## src/rtl/pc_sequencer.sv

```systemverilog
// rtl/pc_sequencer.sv - program-counter sequencer: reset/interrupt vector loads, branch, stall, increment
// Optional misalignment trap on odd branch targets is built when PC_MISALIGN_TRAP_EN is defined.
module pc_sequencer #(
  parameter int          PC_W           = 32,
  parameter int unsigned INC            = 1,
  parameter int unsigned RESET_VEC_ADDR = 0,
  parameter int unsigned INT_VEC_ADDR   = 1,
  parameter int unsigned EXC_ADDR       = 2
) (
  input  logic            clk_i,
  input  logic            reset_i,
  input  logic            stall_i,
  input  logic            branch_taken_i,
  input  logic [PC_W-1:0] branch_target_i,
  input  logic            int_req_i,
  input  logic [PC_W-1:0] vec_data_i,
  output logic [PC_W-1:0] pc_o,
  output logic [PC_W-1:0] vec_addr_o,
  output logic            vec_rd_o,
  output logic            flush_o,
  output logic            int_ack_o,
  output logic [PC_W-1:0] epc_o,
`ifdef PC_MISALIGN_TRAP_EN
  output logic            misalign_err_o,
`endif
  output logic            busy_o
);

  typedef enum logic [2:0] {
    RST_ADDR = 3'd0,
    RST_LOAD = 3'd1,
    RUN      = 3'd2,
    INT_ADDR = 3'd3,
    INT_LOAD = 3'd4
  } state_e;

  state_e          state_q, state_d;
  logic [PC_W-1:0] pc_q, pc_d;
  logic [PC_W-1:0] epc_q, epc_d;
  logic            int_pending_q, int_pending_d;
  logic            int_accept;

  // An interrupt (latched or live) is taken only in RUN when no branch or stall outranks it.
  assign int_accept = (state_q == RUN) && !branch_taken_i && !stall_i &&
                      (int_pending_q || int_req_i);

`ifndef PC_MISALIGN_TRAP_EN
  logic unused_exc_addr;
  assign unused_exc_addr = ^PC_W'(EXC_ADDR);
`endif

  // State, pc, epc and interrupt-pending registers; reset wins over everything.
  always_ff @(posedge clk_i) begin
    if (reset_i) begin
      state_q       <= RST_ADDR;
      pc_q          <= '0;
      epc_q         <= '0;
      int_pending_q <= 1'b0;
    end else begin
      state_q       <= state_d;
      pc_q          <= pc_d;
      epc_q         <= epc_d;
      int_pending_q <= int_pending_d;
    end
  end

  // Next-state and next-pc selection following the RUN priority order.
  always_comb begin
    state_d       = state_q;
    pc_d          = pc_q;
    epc_d         = epc_q;
    // A request that is not accepted this cycle is remembered until it is.
    int_pending_d = int_pending_q || int_req_i;
    case (state_q)
      RST_ADDR: state_d = RST_LOAD;
      RST_LOAD: begin
        pc_d    = vec_data_i;
        state_d = RUN;
      end
      RUN: begin
        if (branch_taken_i) begin
`ifdef PC_MISALIGN_TRAP_EN
          if (branch_target_i[0]) begin
            pc_d  = PC_W'(EXC_ADDR);
            epc_d = branch_target_i;
          end else begin
            pc_d  = branch_target_i;
          end
`else
          pc_d = branch_target_i;
`endif
        end else if (stall_i) begin
          pc_d = pc_q;
        end else if (int_accept) begin
          epc_d         = pc_q;
          int_pending_d = 1'b0;
          state_d       = INT_ADDR;
        end else begin
          pc_d = pc_q + PC_W'(INC);
        end
      end
      INT_ADDR: state_d = INT_LOAD;
      INT_LOAD: begin
        pc_d    = vec_data_i;
        state_d = RUN;
      end
      default: state_d = RST_ADDR;
    endcase
  end

  // Combinational strobes; all quiet while reset is asserted.
  always_comb begin
    vec_rd_o   = 1'b0;
    vec_addr_o = '0;
    flush_o    = 1'b0;
    int_ack_o  = 1'b0;
    busy_o     = 1'b1;
`ifdef PC_MISALIGN_TRAP_EN
    misalign_err_o = 1'b0;
`endif
    if (!reset_i) begin
      case (state_q)
        RST_ADDR: begin
          vec_rd_o   = 1'b1;
          vec_addr_o = PC_W'(RESET_VEC_ADDR);
        end
        RST_LOAD: flush_o = 1'b1;
        RUN: begin
          busy_o = 1'b0;
          if (branch_taken_i) begin
            flush_o = 1'b1;
`ifdef PC_MISALIGN_TRAP_EN
            misalign_err_o = branch_target_i[0];
`endif
          end else if (int_accept) begin
            flush_o   = 1'b1;
            int_ack_o = 1'b1;
          end
        end
        INT_ADDR: begin
          vec_rd_o   = 1'b1;
          vec_addr_o = PC_W'(INT_VEC_ADDR);
          flush_o    = 1'b1;
        end
        INT_LOAD: flush_o = 1'b1;
        default: flush_o = 1'b0;
      endcase
    end
  end

  assign pc_o  = pc_q;
  assign epc_o = epc_q;

endmodule

```

## config.mk

```make
export PLATFORM = sky130hd
export DESIGN_NAME = pc_sequencer
export DESIGN_NICKNAME = d
export VERILOG_FILES = /design/src/rtl/pc_sequencer.sv
export SDC_FILE = /design/constraint.sdc
export NUM_CORES = 1
export LEC_CHECK = 0
export CAP_MARGIN = 20
export CORE_MARGIN = 2
export CORE_UTILIZATION = 30
export DETAILED_ROUTE_END_ITERATION = 16
export HOLD_SLACK_MARGIN = 0.15
export SLEW_MARGIN = 10
export SYNTH_ARGS = -nofsm -noshare
export SYNTH_HDL_FRONTEND = slang
export SYNTH_SLANG_ARGS = --single-unit
```

## constraint.sdc

```tcl
create_clock -name clk_i -period 2.8 [get_ports clk_i]
set_input_delay 0.42 -clock clk_i [delete_from_list [all_inputs] [get_ports clk_i]]
set_output_delay 0.42 -clock clk_i [all_outputs]
set_load 0.01 [all_outputs]
```

After elaboration in Yosys (flattened, before gate mapping)
Cells that the tools add are included.
Storage, ports and cells
  flip-flop bits (word level): 68
  input bits: 69
  logic and storage cells: 55
Cells by class
  add/sub/neg operators: 1
  equal/unequal tests: 9
  multiplexer cells: 25
  bitwise gates (word level): 2
  reduce and logical (&&, ||, !) cells: 14
Operators by type and width (count)
  32-bit 2-to-1 mux: 3
  32-bit one-hot mux with 2 select lines: 1
  32-bit by 1-bit adder with 32-bit output (second input constant): 1
  1-bit 2-to-1 mux: 16
  3-bit one-hot mux with 4 select lines: 1
  3-bit 2-to-1 mux: 3
  3-bit by 2-bit equality test with 1-bit output (second input constant): 2
  2-bit != test (second input constant): 3
  3-bit != test (second input constant): 2
  3-bit AND reduction: 2
  4-bit AND reduction: 1
  2-bit OR reduction: 2
  3-bit by 1-bit equality test with 1-bit output (second input constant): 1
  3-bit equality test (second input constant): 1
  1-bit logical AND: 3
  3-bit logical NOT: 1
  3-bit OR reduction: 1
  1-bit logical NOT: 2
  1-bit NOT: 2
  1-bit one-hot mux with 2 select lines: 1
  2-bit nonzero test: 1
  1-bit logical OR: 1

Longest topological paths before layout
Gate-level depths: netlist of run 1.
  word-level depth: 8
  gate-level depth with buffers: 8

Worst setup path after synthesis of run 1
OpenSTA, ideal clock, no wires.
  kind: input port to output port
  start point: input branch_taken_i
  end point: output flush_o
  arrival time: 1.543 ns
  setup slack: 0.837 ns
  cell stages on the path: 4
  path buffers: 2
  cell sequence: clkbuf_1 clkbuf_1 o21ai_0 a221oi_1
Between the ends
  longest elaborated chain between the ends: 8
RTL lines
  start, declared: line 13  | input logic branch_taken_i,
  1-bit logical NOT: line 44  | assign int_accept = (state_q == RUN) && !branch_taken_i && !stall_i &&
  1-bit logical AND (3 in series): line 44
  1-bit 2-to-1 mux: line 135  | end else if (int_accept) begin
  1-bit 2-to-1 mux *: line 130  | if (branch_taken_i) begin
  1-bit one-hot mux with 2 select lines *: line 122  | case (state_q)
  1-bit 2-to-1 mux *: line 121  | if (!reset_i) begin
  end, declared: line 20  | output logic flush_o,
Mark *: on every way between the ends. The rest lies on a longest branch, timed or not.

Worst setup path in the final report of run 1
  start point: input branch_taken_i
  end point: output int_ack_o
Between the ends
  longest elaborated chain between the ends: 8
RTL lines
  1-bit logical NOT: line 44
  1-bit logical AND (3 in series): line 44
  1-bit 2-to-1 mux: line 135
  1-bit 2-to-1 mux *: line 130
  1-bit 2-to-1 mux *: line 122
  1-bit 2-to-1 mux *: line 121
  end, declared: line 21  | output logic int_ack_o,
Marked as above.

==> run metrics, run 1 <==
status=completed; Cell variety after synth=62; Setup WS pre-CTS=132.6 ps; # diodes=0; cell count after synthesis=512; layout cells sized above 1=7.344%; Initial Util=a little under a third; DRT antenna net count=0; area of the mapped netlist=~4000 µm²; Worst EP required=2380 ps; CP Capture Type=primary output; number of global-route vias before repair=4023; DR DRC count=0; most common cell after layout, fill and taps aside=clkdlybuf4s50_1; post-route clock skew=around 5.7 ps; Root Driver=clkbuf_16; sequential-to-total area share from yosys stat=33.95%; Hold WC Path Type=flip-flop to flip-flop; WL per Instance=16.74 µm; CTS tree=built; Die Area=14310 µm²; max_slew headroom=43.78%; DR pass1 iterations=5; min Tclk post-route=approximately 2400 ps; Crit path largest cell delay=550 ps; Peak VDD IR=0.0002938 V; CP cell instances=clkdlybuf4s50_1 -> buf_4 -> nor2_1 -> o21ai_0 -> nor2_1 -> clkdlybuf4s50_1; GRT overflow=0; warnings from Yosys=0; Synth Flop Type=dfxtp_1; Slew Limit Fails=0; DP HPWL=9.967 mm; Seq cells post-synth=68; WL final=13.66 mm; # nets final=705; clk slew on worst S/H paths=50 ps; Worst Path Arrival=2010 ps; Worst setup SP type=primary input; period utilization=86.62%; CP max-delay cell=clkdlybuf4s50_1; largest net degree at the start of global routing=38; Die Y=119.6 µm; CTS sink count=68; Core ar.=13140 µm²; Finished Cell Area=~5700 µm²; Setup TNS=0 ps; Initial DRC Count=306; unrepaired setup endpoints after global routing=false; commonest cells after routing, fill and taps aside=135 x clkdlybuf4s50_1, 103 x nand2_1, 68 x dfxtp_1, 46 x a21oi_1, 31 x conb_1; Max FO, Critical Path=5; Setup Viol. Count Final=0; WS Path Type=primary input to primary output; GPL Wtd Cong=0.8562; max_cap viols=0; count of final hold-check violations=0; initial antenna violation count=0; P&R area growth vs syn=40.94%; pwr dens=567.1 nW/µm²; # port buffers=approximately 140; leakage power=1.938 nW; Clock Latency Late Sink=around 330 ps; vias per cell=5.151; vias after detailed routing=4203; Syn Area/Cell=7.832 µm²; # IOs=169; # rows=42; PnR worst setup slack=around 370 ps; Max Fclk=roughly 410 MHz; GRT Util Overall=18.95%; Post-synth EDFFs=0; H-tree levels=3; Worst Tran Pin Value=between 800 and 900 ps; first-pass GRT wire length=21.47 mm; TritonCTS buffer count=9; Post-DP Area=5340 µm²; Die X=about 120 µm; asr flop ratio synth=0%; CTS max path bufs=2
[stage by stage]
step / util (%) / hold slack [ps] / cells / power [mW]
after floorplan: - / 477.8 / 542 / 1.686
after global placement: 40.65 / 442.0 / 799 / 2.032
after detailed placement: 40.65 / 447.5 / 799 / 2.048
after CTS: 42.96 / 455.1 / 815 / 3.224
after global routing: 43.02 / 471.4 / 816 / 3.359
final: 43.02 / 451.4 / 816 / 3.205
[area by class of cell]
class                           instances  area, µm²
Multi-Input combinational cell        400       2272
Sequential cell                        68       1361
Tap cell                              176      220.2
Fill cell                            1329       7486
Clock inverter                          4      47.55
Clock buffer                           12      256.5
Inverter                                4      15.01
Timing Repair Buffer                  152       1479
[final timing paths]
path                                      from         to  cells past startpoint  slack [ps]
worst max-delay path            branch_taken_i  int_ack_o                      6         370
worst min-delay path                 epc_o[13]  epc_o[13]                      2         450
worst max register to register      state_q[1]   pc_o[26]                      6         580
worst min register to register       epc_o[13]  epc_o[13]                      2         450
[critical path: cells and delay by family]
| kind | cells | cell delay [ps] |
|---|---|---|
| buffers and inverters | 3 | 1130 |
| AND/OR/NAND/NOR | 2 | 260 |
| AO/OA/AOI/OAI | 1 | 200 |
[flip-flops by register name (all words and copies together), names as in the netlist]
register / flops
epc_o: 32
pc_o: 32
int_pending_q: 1
state_q: 3
[synthesized netlist by cell type (5+ instances only)]
library cell / n / share of area [%]
clkbuf_1: 18 / 1.7
a211oi_1: 7 / 1.3
a222oi_1: 9 / 2.2
o21ai_1: 8 / 1.0
xnor2_1: 13 / 2.8
xor2_1: 5 / 1.1
a22oi_1: 6 / 1.1
nor4_1: 8 / 1.2
nand2_1: 103 / 9.6
buf_4: 31 / 5.8
and3_1: 7 / 1.1
buf_6: 6 / 1.7
nand4_1: 9 / 1.4
a31oi_1: 6 / 0.94
nor2_1: 25 / 2.3
o21ai_0: 11 / 1.4
buf_2: 11 / 1.4
nand3_1: 19 / 2.4
mux2i_1: 8 / 2.0
dfxtp_1: 68 / 34
and4_1: 5 / 1.1
nor3_1: 9 / 1.1
a21oi_1: 46 / 5.7
[report_power, final]
group	total, mW	switching (mW)	internal, mW	leakage [nW]
Sequential	1.24	0.181	1.06	0.554
Clock	1.17	0.436	0.735	0.149
Combinational	0.796	0.387	0.409	1.24
[repair_timing]
| action | in CTS | in global routing |
|---|---|---|
| hold buffers | 0 | 0 |
| gates resized for setup | 0 | 1 |
| buffers inserted | 0 | 0 |
| setup endpoints to repair | 0 | 1 |
[per-layer routing]
metal	GRT usage [%]	wire, µm	vias to the layer above	share of wire [%]
li1	-	-	2037	-
met1	25.39	6169	1953	45
met2	29.54	6258	190	46
met3	4.135	970	23	7.1
met4	7.721	264	0	1.9
met5	0	0	-	0
[cells by family after synthesis]
| group | share of synthesized area, % |
|---|---|
| simple gates | 27.96 |
| compound gates | 19.50 |
| buf+inv | 12.26 |
| flops | 33.95 |
| xor+xnor | 3.931 |
| mux | 1.997 |
| fa+ha+maj | 0.3120 |
| other cells | 0.09351 |
Note: power is estimated with default switching activity, not from simulation.
==> inputs of run 2 (changes only) <==
CAP_MARGIN = unset   (was 20)
CTS_CLUSTER_SIZE = 8   (was unset)
==> run metrics, run 2 (same netlist as run 1, synthesis figures left out) <==
Clock Latency Late Sink=340 ps (about the same); Core ar.=13140 µm² (unchanged); DRT antenna net count=0 (unchanged); WL per Instance=16.81 µm (+0.38%); pwr dens=568.1 nW/µm² (+0.17%); final core utilization=42.98% (about the same); Worst setup SP type=primary input; # rows=42 (unchanged); WL final=13.70 mm (+0.26%); # nets final=704 (-0.14%); PnR worst setup slack=374.6 ps (+0.04700 ps); total chip power=3.208 mW (about the same); Hold WC Path Type=flip-flop to flip-flop; TritonCTS buffer count=9 (unchanged); Slew Limit Fails=0 (unchanged); Worst Tran Pin Value=1032 ps (+189.4 ps); # diodes=0 (unchanged); vias per cell=5.135 (-0.31%); Cells after DPL=799 (unchanged); Final Non-Filler Cells=815 (-0.12%); WS Path Type=primary input to primary output; number of global-route vias before repair=4023 (unchanged); Peak VDD IR=0.0002956 V (+0.61%); DR pass1 iterations=5 (unchanged); min Tclk post-route=2425 ps (-0.04700 ps); CTS max path bufs=2 (unchanged); Setup WS pre-CTS=132.6 ps (unchanged); vias after detailed routing=4185 (-0.43%); Resized cells post-CTS=0 (unchanged); post-CTS setup buffer count=0 (unchanged); Worst Path Arrival=2010 ps (about the same); layout cells sized above 1=7.199% (-0.15 points); Initial DRC Count=272 (-11%); Worst EP required=2380 ps (about the same); Die Y=119.6 µm (unchanged); largest net degree at the start of global routing=38 (unchanged); count of final hold-check violations=0 (unchanged); fill count=1330 (+0.075%); DP HPWL=9.967 mm (unchanged); first-pass GRT wire length=21.47 mm (unchanged); period utilization=86.62% (about the same); cts hold-fix bufs=0 (unchanged); CTS sink count=68 (unchanged); initial antenna violation count=0 (unchanged); Max Fclk=412.3 MHz (about the same); Die X=119.6 µm (unchanged); max_slew headroom=30.68% (-13 points); Die Area=14310 µm² (unchanged); commonest cells after routing, fill and taps aside=135 x clkdlybuf4s50_1, 103 x nand2_1, 68 x dfxtp_1, 46 x a21oi_1, 31 x conb_1; Initial Util=30.52% (unchanged); # port buffers=137 (unchanged); GRT Util Overall=18.95% (unchanged); leakage power=1.934 nW (-0.23%); post-route clock skew=4.709 ps (-0.9755 ps); unrepaired setup endpoints after global routing=false; H-tree levels=3 (unchanged); max_cap viols=0 (unchanged); CTS tree=built; most common cell after layout, fill and taps aside=clkdlybuf4s50_1; P&R area growth vs syn=40.81% (about the same); GRT overflow=0 (unchanged); CP Capture Type=primary output; GPL Wtd Cong=0.8562 (unchanged); Max FO, Critical Path=5 (unchanged); clk slew on worst S/H paths=50 ps (about the same); status=completed; # IOs=169 (unchanged); Setup TNS=0 ps (unchanged); Root Driver=clkbuf_16; Setup Viol. Count Final=0 (unchanged); DR DRC count=0 (unchanged)
-- run 2: final timing paths --
kind | start | endpoint | slack [ps] | depth (start not counted)
max reg2reg | state_q[2] | pc_o[25] | 590 | 5
min | epc_o[13] | epc_o[13] | 450 | 2
max | branch_taken_i | int_ack_o | 370 | 6
min reg2reg | epc_o[13] | epc_o[13] | 450 | 2
-- run 2: cell type report --
| cell class | count | area, µm² | share of cell area (%) |
|---|---|---|---|
| Clock buffer | 12 | 256.5 | 4.542 |
| Clock inverter | 4 | 47.55 | 0.8420 |
| Inverter | 4 | 15.01 | 0.2659 |
| Multi-Input combinational cell | 400 | 2272 | 40.24 |
| Sequential cell | 68 | 1361 | 24.11 |
| Tap cell | 176 | 220.2 | 3.900 |
| Timing Repair Buffer | 151 | 1474 | 26.10 |
-- run 2: metrics by stage --
| stage | hold slack [ps] | instance area [µm²] |
|---|---|---|
| after floorplan | 477.8 | 4123 |
| after global placement | 442.0 | 5340 |
| after detailed placement | 447.5 | 5340 |
| after CTS | 455.1 | 5644 |
| after global routing | 471.4 | 5647 |
| final | 451.6 | 5647 |
-- run 2: critical path, cell delays in order --
cell and delay, ps:
clkdlybuf4s50_1 420, buf_4 160, nor2_1 120, o21ai_0 200, nor2_1 140, clkdlybuf4s50_1 550
-- run 2: report_power, final --
| group | switching (mW) | internal, mW | leakage [nW] | total, mW |
|---|---|---|---|---|
| combinational | 0.387 | 0.407 | 1.23 | 0.794 |
| clock | 0.439 | 0.735 | 0.149 | 1.17 |
| sequential | 0.183 | 1.06 | 0.554 | 1.24 |
-- run 2: routing by layer --
| metal | wire (µm) | track usage, % |
|---|---|---|
| met5 | 0 | 0 |
| met4 | 274 | 7.721 |
| met3 | 943 | 4.135 |
| met2 | 6268 | 29.54 |
| met1 | 6211 | 25.39 |
==> inputs of run 3 (changes only) <==
RECOVER_POWER = 25   (was unset)
==> run metrics, run 3 (same netlist as run 1, synthesis figures left out) <==
Max FO, Critical Path=5 (unchanged); # IOs=169 (unchanged); Root Driver=clkbuf_16; vias per cell=5.123 (-0.24%); H-tree levels=3 (unchanged); # port buffers=137 (unchanged); GRT Util Overall=18.95% (unchanged); count of final hold-check violations=0 (unchanged); CP Capture Type=primary output; first-pass GRT wire length=21.47 mm (unchanged); layout cells sized above 1=7.199% (unchanged); Setup WS pre-CTS=132.6 ps (unchanged); pwr dens=567.7 nW/µm² (about the same); most common cell after layout, fill and taps aside=clkdlybuf4s50_1; initial antenna violation count=0 (unchanged); Setup TNS=0 ps (unchanged); worst reg2reg path depth=5 (unchanged); Initial Util=30.52% (unchanged); CTS sink count=68 (unchanged); Worst Path Arrival=2010 ps (about the same); Worst setup SP type=primary input; Crit path largest cell delay=550 ps (about the same); # rows=42 (unchanged); commonest cells after routing, fill and taps aside=104 x clkdlybuf4s50_1, 103 x nand2_1, 68 x dfxtp_1, 46 x a21oi_1; Peak VDD IR=0.0002957 V (about the same); WS Path Type=primary input to primary output; hold path depth=2 (unchanged); max_slew headroom=30.53% (-0.16 points); TritonCTS buffer count=9 (unchanged); Initial DRC Count=269 (-1.1%); status=completed; Worst EP required=2380 ps (about the same); Die Y=119.6 µm (unchanged); Die Area=14310 µm² (unchanged); post-CTS setup buffer count=0 (unchanged); Hold WC Path Type=flip-flop to flip-flop; vias after detailed routing=4175 (-0.24%); leakage power=2.044 nW (+5.7%); Slew Limit Fails=0 (unchanged); CTS tree=built; GRT overflow=0 (unchanged); period utilization=86.62% (about the same); Core ar.=13140 µm² (unchanged); WL per Instance=16.78 µm (-0.19%); clk slew on worst S/H paths=50 ps (about the same); hold endpoint=epc_o[13]; DR DRC count=0 (unchanged); reg2reg end=pc_o[25]; CP max-delay cell=clkdlybuf4s50_1; CTS max path bufs=2 (unchanged); # nets final=704 (unchanged); DR pass1 iterations=6 (+1); max_cap viols=0 (unchanged); DRT antenna net count=0 (unchanged); Die X=119.6 µm (unchanged); min Tclk post-route=2425 ps (+0.04200 ps); number of global-route vias before repair=4023 (unchanged); P&R area growth vs syn=40.81% (unchanged); final core utilization=42.98% (unchanged); Clock Latency Late Sink=340 ps (about the same); DP HPWL=9.967 mm (unchanged); unrepaired setup endpoints after global routing=false; GPL Wtd Cong=0.8562 (unchanged); WL final=13.67 mm (-0.19%); Max Fclk=412.3 MHz (about the same); Worst Tran Pin Value=1034 ps (+2.344 ps); fill count=1330 (unchanged); # diodes=0 (unchanged); post-route clock skew=4.602 ps (-0.1073 ps); Setup Viol. Count Final=0 (unchanged); internal reg-to-reg setup slack=580 ps (about the same); largest net degree at the start of global routing=38 (unchanged); PnR worst setup slack=374.6 ps (-0.04200 ps); HP Start=epc_o[13]; worst flop-to-flop path startpoint=state_q[2]; CP cell instances=clkdlybuf4s50_1 -> buf_4 -> nor2_1 -> o21ai_0 -> nor2_1 -> clkdlybuf4s50_1
[run 3: cell types whose count changed in the layout (fill, tap and decap cells not counted), sizes merged]
cell / before / now
clkdlybuf4s50: 135 / 104
dlygate4sd3: 0 / 31
[run 3: worst max-delay path: cells and delay by family]
family	cells	cell delay [ps]
compound gates	1	200
buf+inv	3	1130
simple gates	2	260
[run 3: cell type report]
class                   instances  area [µm²]  share of cell area, %
clock buffers                  12       256.5                  4.542
clock inverters                 4       47.55                 0.8420
inverters                       4       15.01                 0.2659
multi-input cells             400        2272                  40.24
flip-flops and latches         68        1361                  24.11
well taps                     176       220.2                  3.900
repair buffers                151        1474                  26.10
[run 3: metal layers]
layer | GRT usage (%) | wire length [µm] | vias to the layer above
met5 | 0 | 0 | -
met1 | 25.39 | 6249 | 1930
met3 | 4.135 | 905 | 28
li1 | - | - | 2042
met4 | 7.721 | 284 | 0
met2 | 29.54 | 6233 | 175
[run 3: how the worst max path moves through the flow]
stage	cells after the start	start	slack (ps)	to
6_report	6	branch_taken_i	370	int_ack_o
5_1_grt	5	state_q[1]	250	int_ack_o
4_1_cts	6	int_req_i	110	flush_o
3_5_place_dp	6	int_req_i	130	flush_o
3_3_place_gp	6	int_req_i	230	flush_o
2_1_floorplan	4	branch_taken_i	840	flush_o
[run 3: timing repair]
action                     4_1_cts  5_1_grt
gates resized for setup          0        1
hold buffers                     0        0
setup endpoints to repair        0        1
[run 3: where the power goes]
| group | internal [mW] | total, mW | switching [mW] |
|---|---|---|---|
| logic | 0.406 | 0.792 | 0.387 |
| clock network | 0.735 | 1.17 | 0.439 |
| registers | 1.06 | 1.24 | 0.182 |
| total | 2.20 | 3.21 | 1.01 |
[run 3: through the flow]
step	hold WS (ps)	cells	area (µm²)	power (mW)
4_1_cts	455.1	815	5644	3.224
3_5_place_dp	447.5	799	5340	2.048
6_report	448.7	815	5647	3.206
2_1_floorplan	477.8	542	4123	1.686
3_3_place_gp	442.0	799	5340	2.032
5_1_grt	468.4	815	5647	3.356
